<file path="config.mk">
export PLATFORM = sky130hd
export DESIGN_NAME = mdu_hilo
export DESIGN_NICKNAME = d
export VERILOG_FILES = /design/src/rtl/mdu_pkg.sv /design/src/rtl/mdu_divider.sv /design/src/rtl/mdu_hilo.sv
export SDC_FILE = /design/constraint.sdc
export NUM_CORES = 2
export LEC_CHECK = 0
export CORE_MARGIN = 10
export CORE_UTILIZATION = 30
export CTS_BUF_LIST = sky130_fd_sc_hd__clkbuf_2
export DETAILED_ROUTE_END_ITERATION = 10
export PLACE_DENSITY_LB_ADDON = 0.1
export SYNTH_ARGS = -nofsm -noshare
export SYNTH_HDL_FRONTEND = slang
export SYNTH_SLANG_ARGS = --single-unit
</file>
<file path="constraint.sdc">
create_clock -name clk -period 11.4 [get_ports clk]
set_input_delay 1.14 -clock clk [delete_from_list [all_inputs] [get_ports clk]]
set_output_delay 1.14 -clock clk [all_outputs]
set_load 0.1 [all_outputs]
</file>
<file path="src/rtl/mdu_pkg.sv">
// mdu_pkg: shared definitions for the HI/LO multiply/divide unit.
// Holds the op code values, the FSM state type, the accumulate-mode type
// and small predicates used by the top level to classify an op.
package mdu_pkg;

    localparam logic [3:0] OP_NOP   = 4'd0;
    localparam logic [3:0] OP_MULT  = 4'd1;
    localparam logic [3:0] OP_MULTU = 4'd2;
    localparam logic [3:0] OP_DIV   = 4'd3;
    localparam logic [3:0] OP_DIVU  = 4'd4;
    localparam logic [3:0] OP_MADD  = 4'd5;
    localparam logic [3:0] OP_MADDU = 4'd6;
    localparam logic [3:0] OP_MSUB  = 4'd7;
    localparam logic [3:0] OP_MSUBU = 4'd8;
    localparam logic [3:0] OP_MTHI  = 4'd9;
    localparam logic [3:0] OP_MTLO  = 4'd10;

    typedef enum logic [1:0] {
        ST_IDLE = 2'd0,
        ST_MUL  = 2'd1,
        ST_DIV  = 2'd2
    } mdu_state_e;

    // How the finished product is folded into {hi,lo}.
    typedef enum logic [1:0] {
        ACC_SET = 2'd0,
        ACC_ADD = 2'd1,
        ACC_SUB = 2'd2
    } acc_mode_e;

    function automatic logic is_mul_op(input logic [3:0] op);
        case (op)
            OP_MULT, OP_MULTU, OP_MADD, OP_MADDU, OP_MSUB, OP_MSUBU: is_mul_op = 1'b1;
            default:                                                 is_mul_op = 1'b0;
        endcase
    endfunction

    function automatic logic is_div_op(input logic [3:0] op);
        case (op)
            OP_DIV, OP_DIVU: is_div_op = 1'b1;
            default:         is_div_op = 1'b0;
        endcase
    endfunction

    function automatic logic is_signed_op(input logic [3:0] op);
        case (op)
            OP_MULT, OP_DIV, OP_MADD, OP_MSUB: is_signed_op = 1'b1;
            default:                           is_signed_op = 1'b0;
        endcase
    endfunction

    function automatic acc_mode_e acc_mode(input logic [3:0] op);
        case (op)
            OP_MADD, OP_MADDU: acc_mode = ACC_ADD;
            OP_MSUB, OP_MSUBU: acc_mode = ACC_SUB;
            default:           acc_mode = ACC_SET;
        endcase
    endfunction

endpackage

</file>
<file path="src/rtl/mdu_divider.sv">
// mdu_divider: iterative restoring divider.
// start_i loads |a|,|b| and sign info; WIDTH iterations follow, then one
// cycle where valid_o is high and the sign-corrected result is presented.
// The consumer captures quo_o/rem_o on that edge. cancel_i aborts.
// Divide-by-zero gives quo=all ones, rem=a; signed MIN/-1 gives quo=MIN, rem=0.
// Ports: clk, rst_n, start_i, cancel_i, signed_i, a_i (dividend), b_i (divisor),
//        valid_o, quo_o, rem_o.
module mdu_divider #(
    parameter int WIDTH = 32
) (
    input  logic             clk,
    input  logic             rst_n,
    input  logic             start_i,
    input  logic             cancel_i,
    input  logic             signed_i,
    input  logic [WIDTH-1:0] a_i,
    input  logic [WIDTH-1:0] b_i,
    output logic             valid_o,
    output logic [WIDTH-1:0] quo_o,
    output logic [WIDTH-1:0] rem_o
);

    localparam int             CW   = $clog2(WIDTH + 1);
    localparam logic [CW-1:0]  LAST = CW'(WIDTH);

    logic             run_q;
    logic [CW-1:0]    cnt_q;
    logic [WIDTH-1:0] rem_q, quo_q, div_q, dvd_q;
    logic             qneg_q, rneg_q, dz_q, ovf_q;

    logic [WIDTH-1:0] a_abs_s, b_abs_s, rem_nxt_s, quo_nxt_s;
    logic [WIDTH:0]   shift_s, trial_s;

    // Operand magnitudes; |MIN| still fits as an unsigned WIDTH-bit value.
    always_comb begin
        a_abs_s = a_i;
        b_abs_s = b_i;
        if (signed_i && a_i[WIDTH-1]) begin
            a_abs_s = -a_i;
        end else begin
            a_abs_s = a_i;
        end
        if (signed_i && b_i[WIDTH-1]) begin
            b_abs_s = -b_i;
        end else begin
            b_abs_s = b_i;
        end
    end

    // One restoring step: shift in the next dividend bit, subtract if it fits.
    always_comb begin
        shift_s   = {rem_q, quo_q[WIDTH-1]};
        trial_s   = shift_s - {1'b0, div_q};
        rem_nxt_s = shift_s[WIDTH-1:0];
        quo_nxt_s = {quo_q[WIDTH-2:0], 1'b0};
        if (!trial_s[WIDTH]) begin
            rem_nxt_s = trial_s[WIDTH-1:0];
            quo_nxt_s = {quo_q[WIDTH-2:0], 1'b1};
        end else begin
            rem_nxt_s = shift_s[WIDTH-1:0];
            quo_nxt_s = {quo_q[WIDTH-2:0], 1'b0};
        end
    end

    // Result presentation with special cases and sign correction.
    always_comb begin
        valid_o = run_q && (cnt_q == LAST);
        quo_o   = quo_q;
        rem_o   = rem_q;
        if (dz_q) begin
            quo_o = {WIDTH{1'b1}};
            rem_o = dvd_q;
        end else if (ovf_q) begin
            quo_o = {1'b1, {(WIDTH-1){1'b0}}};
            rem_o = {WIDTH{1'b0}};
        end else begin
            quo_o = qneg_q ? -quo_q : quo_q;
            rem_o = rneg_q ? -rem_q : rem_q;
        end
    end

    // Divider state: load on start, iterate, release after the result cycle.
    always_ff @(posedge clk or negedge rst_n) begin
        if (!rst_n) begin
            run_q  <= 1'b0;
            cnt_q  <= '0;
            rem_q  <= '0;
            quo_q  <= '0;
            div_q  <= '0;
            dvd_q  <= '0;
            qneg_q <= 1'b0;
            rneg_q <= 1'b0;
            dz_q   <= 1'b0;
            ovf_q  <= 1'b0;
        end else if (cancel_i) begin
            run_q <= 1'b0;
        end else if (start_i) begin
            run_q  <= 1'b1;
            cnt_q  <= '0;
            rem_q  <= '0;
            quo_q  <= a_abs_s;
            div_q  <= b_abs_s;
            dvd_q  <= a_i;
            qneg_q <= signed_i && (a_i[WIDTH-1] ^ b_i[WIDTH-1]);
            rneg_q <= signed_i && a_i[WIDTH-1];
            dz_q   <= (b_i == {WIDTH{1'b0}});
            ovf_q  <= signed_i && (a_i == {1'b1, {(WIDTH-1){1'b0}}})
                               && (b_i == {WIDTH{1'b1}});
        end else if (run_q) begin
            if (cnt_q != LAST) begin
                rem_q <= rem_nxt_s;
                quo_q <= quo_nxt_s;
                cnt_q <= cnt_q + CW'(1);
            end else begin
                run_q <= 1'b0;
            end
        end
    end

endmodule

</file>
<file path="src/rtl/mdu_hilo.sv">
// mdu_hilo: multiply/divide unit owning the HI/LO registers.
// Multiply-class ops commit MUL_LATENCY edges after accept through a product
// register chain; divides use mdu_divider and commit WIDTH+1 edges after accept.
// MTHI/MTLO write at the accept edge. cancel aborts an in-flight op.
// Ports: clk, rst_n, start, op, a, b, cancel (inputs);
//        busy, done, hi, lo (registered outputs).
module mdu_hilo
    import mdu_pkg::*;
#(
    parameter int WIDTH       = 32,
    parameter int MUL_LATENCY = 3
) (
    input  logic             clk,
    input  logic             rst_n,
    input  logic             start,
    input  logic [3:0]       op,
    input  logic [WIDTH-1:0] a,
    input  logic [WIDTH-1:0] b,
    input  logic             cancel,
    output logic             busy,
    output logic             done,
    output logic [WIDTH-1:0] hi,
    output logic [WIDTH-1:0] lo
);

    localparam int                CNT_W    = (MUL_LATENCY > 1) ? $clog2(MUL_LATENCY) : 1;
    localparam logic [CNT_W-1:0]  CNT_LAST = CNT_W'(MUL_LATENCY - 1);

    mdu_state_e       state_q, state_d;
    acc_mode_e        mode_q, mode_d;
    logic [CNT_W-1:0] cnt_q, cnt_d;
    logic             busy_q, busy_d, done_q, done_d;
    logic [WIDTH-1:0] hi_q, hi_d, lo_q, lo_d;
    logic [2*WIDTH-1:0] prod_q [MUL_LATENCY];

    logic               accept_s, mul_go_s, div_go_s;
    logic [2*WIDTH-1:0] a_ext_s, b_ext_s, prod_s, mul_res_s;
    logic               div_valid_s;
    logic [WIDTH-1:0]   div_quo_s, div_rem_s;

    assign accept_s = start && (state_q == ST_IDLE) && !cancel;
    assign mul_go_s = accept_s && is_mul_op(op);
    assign div_go_s = accept_s && is_div_op(op);

    // Extend operands to 2*WIDTH so one unsigned multiply serves both signednesses.
    always_comb begin
        a_ext_s = {{WIDTH{1'b0}}, a};
        b_ext_s = {{WIDTH{1'b0}}, b};
        if (is_signed_op(op)) begin
            a_ext_s = {{WIDTH{a[WIDTH-1]}}, a};
            b_ext_s = {{WIDTH{b[WIDTH-1]}}, b};
        end else begin
            a_ext_s = {{WIDTH{1'b0}}, a};
            b_ext_s = {{WIDTH{1'b0}}, b};
        end
        prod_s = a_ext_s * b_ext_s;
    end

    // Product chain: stage 0 captures at accept, later stages follow one per edge.
    always_ff @(posedge clk or negedge rst_n) begin
        if (!rst_n) begin
            for (int i = 0; i < MUL_LATENCY; i++) begin
                prod_q[i] <= '0;
            end
        end else begin
            if (mul_go_s) begin
                prod_q[0] <= prod_s;
            end
            for (int i = 1; i < MUL_LATENCY; i++) begin
                prod_q[i] <= prod_q[i-1];
            end
        end
    end

    // Fold the final product stage into the current {hi,lo}.
    always_comb begin
        case (mode_q)
            ACC_ADD: mul_res_s = {hi_q, lo_q} + prod_q[MUL_LATENCY-1];
            ACC_SUB: mul_res_s = {hi_q, lo_q} - prod_q[MUL_LATENCY-1];
            default: mul_res_s = prod_q[MUL_LATENCY-1];
        endcase
    end

    mdu_divider #(.WIDTH(WIDTH)) u_div (
        .clk      (clk),
        .rst_n    (rst_n),
        .start_i  (div_go_s),
        .cancel_i (cancel),
        .signed_i (is_signed_op(op)),
        .a_i      (a),
        .b_i      (b),
        .valid_o  (div_valid_s),
        .quo_o    (div_quo_s),
        .rem_o    (div_rem_s)
    );

    // Next-state and HI/LO update; cancel is checked before commit so it wins.
    always_comb begin
        state_d = state_q;
        mode_d  = mode_q;
        cnt_d   = cnt_q;
        hi_d    = hi_q;
        lo_d    = lo_q;
        done_d  = 1'b0;
        case (state_q)
            ST_IDLE: begin
                if (accept_s) begin
                    if (is_mul_op(op)) begin
                        state_d = ST_MUL;
                        cnt_d   = '0;
                        mode_d  = acc_mode(op);
                    end else if (is_div_op(op)) begin
                        state_d = ST_DIV;
                    end else if (op == OP_MTHI) begin
                        hi_d = a;
                    end else if (op == OP_MTLO) begin
                        lo_d = a;
                    end else begin
                        state_d = ST_IDLE;
                    end
                end else begin
                    state_d = ST_IDLE;
                end
            end
            ST_MUL: begin
                if (cancel) begin
                    state_d = ST_IDLE;
                end else if (cnt_q == CNT_LAST) begin
                    {hi_d, lo_d} = mul_res_s;
                    done_d       = 1'b1;
                    state_d      = ST_IDLE;
                end else begin
                    cnt_d = cnt_q + CNT_W'(1);
                end
            end
            ST_DIV: begin
                if (cancel) begin
                    state_d = ST_IDLE;
                end else if (div_valid_s) begin
                    hi_d    = div_rem_s;
                    lo_d    = div_quo_s;
                    done_d  = 1'b1;
                    state_d = ST_IDLE;
                end else begin
                    state_d = ST_DIV;
                end
            end
            default: begin
                state_d = ST_IDLE;
            end
        endcase
        busy_d = (state_d != ST_IDLE);
    end

    // Control and architectural registers.
    always_ff @(posedge clk or negedge rst_n) begin
        if (!rst_n) begin
            state_q <= ST_IDLE;
            mode_q  <= ACC_SET;
            cnt_q   <= '0;
            busy_q  <= 1'b0;
            done_q  <= 1'b0;
            hi_q    <= '0;
            lo_q    <= '0;
        end else begin
            state_q <= state_d;
            mode_q  <= mode_d;
            cnt_q   <= cnt_d;
            busy_q  <= busy_d;
            done_q  <= done_d;
            hi_q    <= hi_d;
            lo_q    <= lo_d;
        end
    end

    assign busy = busy_q;
    assign done = done_q;
    assign hi   = hi_q;
    assign lo   = lo_q;

endmodule

</file>
### After elaboration in Yosys (flattened, before gate mapping)

Index checks and enable logic that the tools add are counted.
W data, S select, Z words.

| word-level totals | value |
|---|---|
| flip-flop bits (word level) | 403 |
| bits of input ports | 72 |
| output and inout bits | 66 |
| word-level logic and storage cells | 166 |

| cells by class | value |
|---|---|
| $add $sub $neg | 9 |
| reduce and logical (&&, ||, !) cells | 29 |
| bitwise logic cells | 2 |
| eq/ne operators | 31 |
| multiply operators | 1 |
| multiplexer cells | 74 |

Operators with widths:

| kind | count |
|---|---|
| $mux W32 | 32 |
| $pmux W32 S3 | 2 |
| $mux W64 | 2 |
| $neg A32 Y32 | 4 |
| $pmux W64 S2 | 1 |
| $add A64 B64 Y64 | 1 |
| $eq A32 B32 Y1 const B | 2 |
| $mul A64 B64 Y64 | 1 |
| $sub A64 B64 Y64 | 1 |
| $sub A33 B32 Y33 | 1 |
| $logic_not A32 Y1 | 1 |
| $mux W2 | 13 |
| $mux W6 | 3 |
| $ne A2 B2 Y1 const B | 9 |
| $mux W1 | 17 |
| $eq A4 B3 Y1 const B | 4 |
| $eq A4 B4 Y1 const B | 3 |
| $logic_and A1 B1 Y1 | 10 |
| $reduce_and A10 Y1 | 1 |
| $reduce_and A9 Y1 | 1 |
| $eq A4 B2 Y1 const B | 2 |
| $pmux W2 S2 | 2 |
| $reduce_bool A2 Y1 | 4 |
| $add A6 B1 Y6 const B | 1 |
| other kinds (20) | 28 |

### Logic depth before layout (Yosys ltp)

| logic depth | value |
|---|---|
| depth in word-level cells | 13 |
| depth in mapped cells | 41 |
| gate-level depth less buffers | 36 |

### Modules after synthesis

A second synthesis with hierarchy kept.

| unflattened totals | value |
|---|---|
| cell total of the unflattened synthesis | 8,207 |
| area total of the unflattened synthesis | 73,459.2 um2 |

Modules (own cells, without submodules):

| module | times used | area each (um2) | cells an instance |
|---|---|---|---|
| mdu_hilo | 1 | 62,839.0 | 6,853 |
| mdu_divider | 1 | 10,620.2 | 1,354 |

### Worst setup path after synthesis

No wires, ideal clock.

| path | value |
|---|---|
| path type | input-to-reg |
| start point | in op[0] |
| end point | reg prod_q[191] (netlist name) |
| arrival | 10.562 ns |
| stages | 34 |
| slack | 0.703 ns |
| buffers on the path | 4 |
| required time | 11.265 ns |
| cells stage by stage | clkbuf_1 > inv_1 > nor2_1 > and2_1 > clkbuf_1 > clkbuf_1 > buf_1 > nand2_1 > fa_1 > inv_1 > fa_1 > fa_1 > inv_1 > fa_1 > inv_1 > fa_1 > fa_1 > fa_1 > fa_1 > fa_1 > inv_1 > fa_1 > inv_1 > ha_1 > a21oi_1 > o21bai_1 > a21oi_1 > o211ai_1 > a2111oi_0 > nor3_1 > a221o_1 > a211oi_1 > xnor2_1 > o21ai_1 |

| on the way | value |
|---|---|
| longest elaborated chain between the ends | 5 |
| elaborated cells between the ends (all ways) | 15 |
| those cells by class | mul (1); eq/ne (7); mux (4); reduce/logical (3) |

Ends and longest elaborated chain:

| element | line | RTL |
|---|---|---|
| start: declaration | mdu_hilo.sv:16 | `input logic [3:0] op,` |
| $eq A4 B2 Y1, or another cell as far along | mdu_pkg.sv:46 | `case (op)` |
| $reduce_or A4 Y1 | mdu_pkg.sv:46 |  |
| $mux W1 | mdu_pkg.sv:46 |  |
| $mux W64 | mdu_hilo.sv:49 | `if (is_signed_op(op)) begin` |
| $mul A64 B64 Y64 | mdu_hilo.sv:56 | `prod_s = a_ext_s * b_ext_s;` |
| end signal: indexed assignment | mdu_hilo.sv:70 | `prod_q[i] <= prod_q[i-1];` |
| end: declaration | mdu_hilo.sv:34 | `logic [2*WIDTH-1:0] prod_q [MUL_LATENCY];` |

Parallel ways exist; a longest one is shown, timed or not.
A chain may end at the register's enable or synchronous reset.

### Final worst setup path

Ends and elaborated chain as after synthesis.

==> results.md <==
- Largest net degree at the start of global routing: 144
- Die H: 515 µm
- Vias in the first global route: 61076
- IO Port Bufs: 137
- Hold Path Class: flop to flop
- Share of post-route cells with drive strength above 1: 7.36%
- # rows: 181
- Fin nets: 10237
- Initial Util: 30.2%
- Mapped Cells: 8198
- Area contributors post-synth: fa_1 39%, dfrtp_1 14%, inv_1 8.2%
- Ys flop type: dfrtp_1
- Die area: 0.265 mm²
- Dpl hpwl: 232000 µm
- Inserted Clock Buffers: 113
- Max_slew headroom: 17.6%
- Asr flop ratio synth: 100%
- CP most frequent cell: fa_1
- # setup viols final: 0
- # Post-CTS Setup Buffers: 0
- Worst Path Buf+Inv: 14
- Resize count post-CTS: 0
- Achievable Freq: 0.104 GHz
- Final Max Tran Viols: 0
- Worst path arrival time: 10.75 ns
- GP Congestion: 0.941
- Vias/cell: 4.87
- R2R Path Start: prod_q[15]
- Die Width: 515 µm
- Seq/Total Area, Yosys: 13.7%
- Multi-input gate area: 0.0557 mm²
- Grt ovf: 0
- Fill cells: 25738
- CTS tree: done
- DRC: 0
- Slew @ Worst Pin: 1.24 ns
- Worst-path clk slew: 0.11 ns
- Setup TNS: 0 ns
- First-pass GRT wire length: 415000 µm
- Synthesized area per cell: 8.97 µm²
- Iteration-0 DRC count of the detailed router: 3753
- RSZ-0062 raised after global routing: no
- Initial antenna violation count: 28
- Post-synthesis net count: 10111
- CTS max path bufs: 3
- Worst Reg-to-Reg Cells: 16
- Max stage delay on crit path: 0.58 ns
- CTS Hold Bufs: 1
- Root Driver: clkbuf_2
- Drt first pass iters: 5
- Clock latency on the worst-skew pair: 1.26 ns
- CTS sink cnt: 403
- Yosys Warn Count: 0
- Max FO, Critical Path: 12
- Routed WL per cell: 23.8 µm
- Vias: 56558
- Status: finished clean
- H-tree depth: 3
- Hold path endpoint: prod_q[87]
- Register area: 0.0101 mm²
- Critical path capture point type: flop
- R2r setup slk: 5.12 ns
- Final Skew: 0.119 ns
- Synth Register Bits: 403
- Period minus WS final: 9.65 ns
- Maxcap violations: 0
- Routed wire length: 277000 µm
- Layout area overhead: 9.67%
- Critical Path RT: 12.51 ns
- Core ar.: 0.244 mm²
- Post-DRT Antenna Nets: 0
- Critical Setup Path Class: input port to flop
- Synth area leader: fa_1
- HP Start: prod_q[151]
- RR Endpoint: hi[25]
- Number of placed I/O pins: 138
- GRT Total Usage: 20.9%
- Hold Path Depth: 0
- Area share of the largest cell type after synthesis: 38.8%
- CP delay by family, top: adder cells
- Synth unique cells: 88
- Worst path slowest cell: fa_1
- Worst Setup Start Kind: input port
- Netlist Area Pre-Place: 0.0736 mm²
- Period utilization: 84.6%
- Post-synth EDFFs: 0
- Final Hold Viols: 0
per-stage QoR:
step	instance area (µm²)	worst slack [ns]	utilization (%)	hold WS [ns]	instances
after global placement	79600	0.310	32.7	0.332	11410
after CTS	80700	1.88	33.1	0.206	11607
final	80700	1.75	33.1	0.324	11618
after global routing	80700	1.41	33.1	0.286	11610
after floorplan	73600	0.703	-	0.331	8198
after detailed placement	79600	0.462	32.7	0.335	11410
how the worst max path moves through the flow:
| stage | start | end | depth (start not counted) |
|---|---|---|---|
| after global routing | op[0] | prod_q[189] | 36 |
| after floorplan | op[0] | prod_q[191] | 34 |
| after detailed placement | op[0] | prod_q[191] | 36 |
| after CTS | op[0] | prod_q[189] | 36 |
| final | op[0] | prod_q[191] | 37 |
| after global placement | op[0] | prod_q[191] | 36 |
state kept, by name (all words and copies together), names as in the netlist:
name,flops
u_div.div_q,32
prod_q,192
u_div.ovf_q,1
done,1
u_div.dz_q,1
u_div.rem_q,32
lo,32
mode_q,2
hi,32
u_div.qneg_q,1
u_div.cnt_q,6
u_div.quo_q,32
state_q,2
u_div.run_q,1
cnt_q,2
u_div.dvd_q,32
u_div.rneg_q,1
busy,1
cells by family (layout without fill, tap and decap cells):
family | after synthesis | after routing | share of synthesized area, %
flip-flops | 403 | 403 | 13.7
adder cells (fa/ha/maj) | 1843 | 1843 | 45.9
AND/OR/NAND/NOR | 2371 | 2371 | 15.3
multiplexers | 19 | 19 | 0.272
XOR/XNOR | 370 | 370 | 4.41
buffers and inverters | 2060 | 2267 | 10.7
other | 0 | 11 | 0
AO/OA/AOI/OAI | 1132 | 1132 | 9.80
per-layer routing:
layer,up-vias,track usage [%],part of all wire [%]
li1,25602,-,-
met1,29449,29.0,46
met2,1255,35.4,48
met4,6,4.72,2.5
met3,246,1.67,3.7
met5,-,0,0.015
synth_stat cells (all sizes together) (11+ instances only):
master  instances
nand2b         32
nor2          287
o21a           25
mux2i          11
nand3          96
a21oi         266
nor4           27
xor2          149
a211o          11
xnor2         221
clkbuf        398
and3           43
o211ai         16
a31oi          86
or2            14
fa           1425
inv          1601
o41ai          24
nor3           69
nand2        1125
o21bai         42
or4            16
a211oi         25
a221oi         36
or3            26
nor2b          18
o31ai          64
a21o          119
o21ai         305
nand4          41
and2          538
a221o          13
dfrtp         403
buf            60
ha            416
final cells by class:
cell class	count	area share, %
Antenna cell	11	0.0341
Clock buffer	166	1.03
Clock inverter	30	0.267
Inverter	1601	7.45
Multi-Input combinational cell	5735	69.0
Sequential cell	403	12.5
Tap cell	3202	4.97
Timing Repair Buffer	470	4.72
placed cells by master (no fill, tap or decap), types with 12 or more instances in the layout:
master           Yosys  routed
a211oi_1            25      25
a21o_1             119     119
a21oi_1            266     265
a221o_1             13      13
a221oi_1            34      34
a31oi_1             86      86
and2_1             536     535
and3_1              43      43
buf_12               0      17
buf_2                2      56
buf_4                2     315
clkbuf_2             0     166
clkdlybuf4s50_1      0      80
clkinv_1             0      22
dfrtp_1            403     402
fa_1              1425    1425
ha_1               416     413
inv_1             1601    1601
nand2_1           1124    1122
nand2b_1            32      32
nand3_1             95      95
nand4_1             41      41
nor2_1             287     285
nor2b_1             18      17
nor3_1              69      68
nor4_1              26      26
o211ai_1            16      16
o21a_1              25      25
o21ai_0            292     292
o21ai_1             13      13
o21bai_1            42      42
o31ai_1             63      63
o41ai_1             24      24
or3_1               26      25
or4_1               12      12
xnor2_1            221     220
xor2_1             148     147
Power is left out: the tool's default activity adds up to more than one toggle a clock period on the data nets, which glitch-free logic cannot reach.
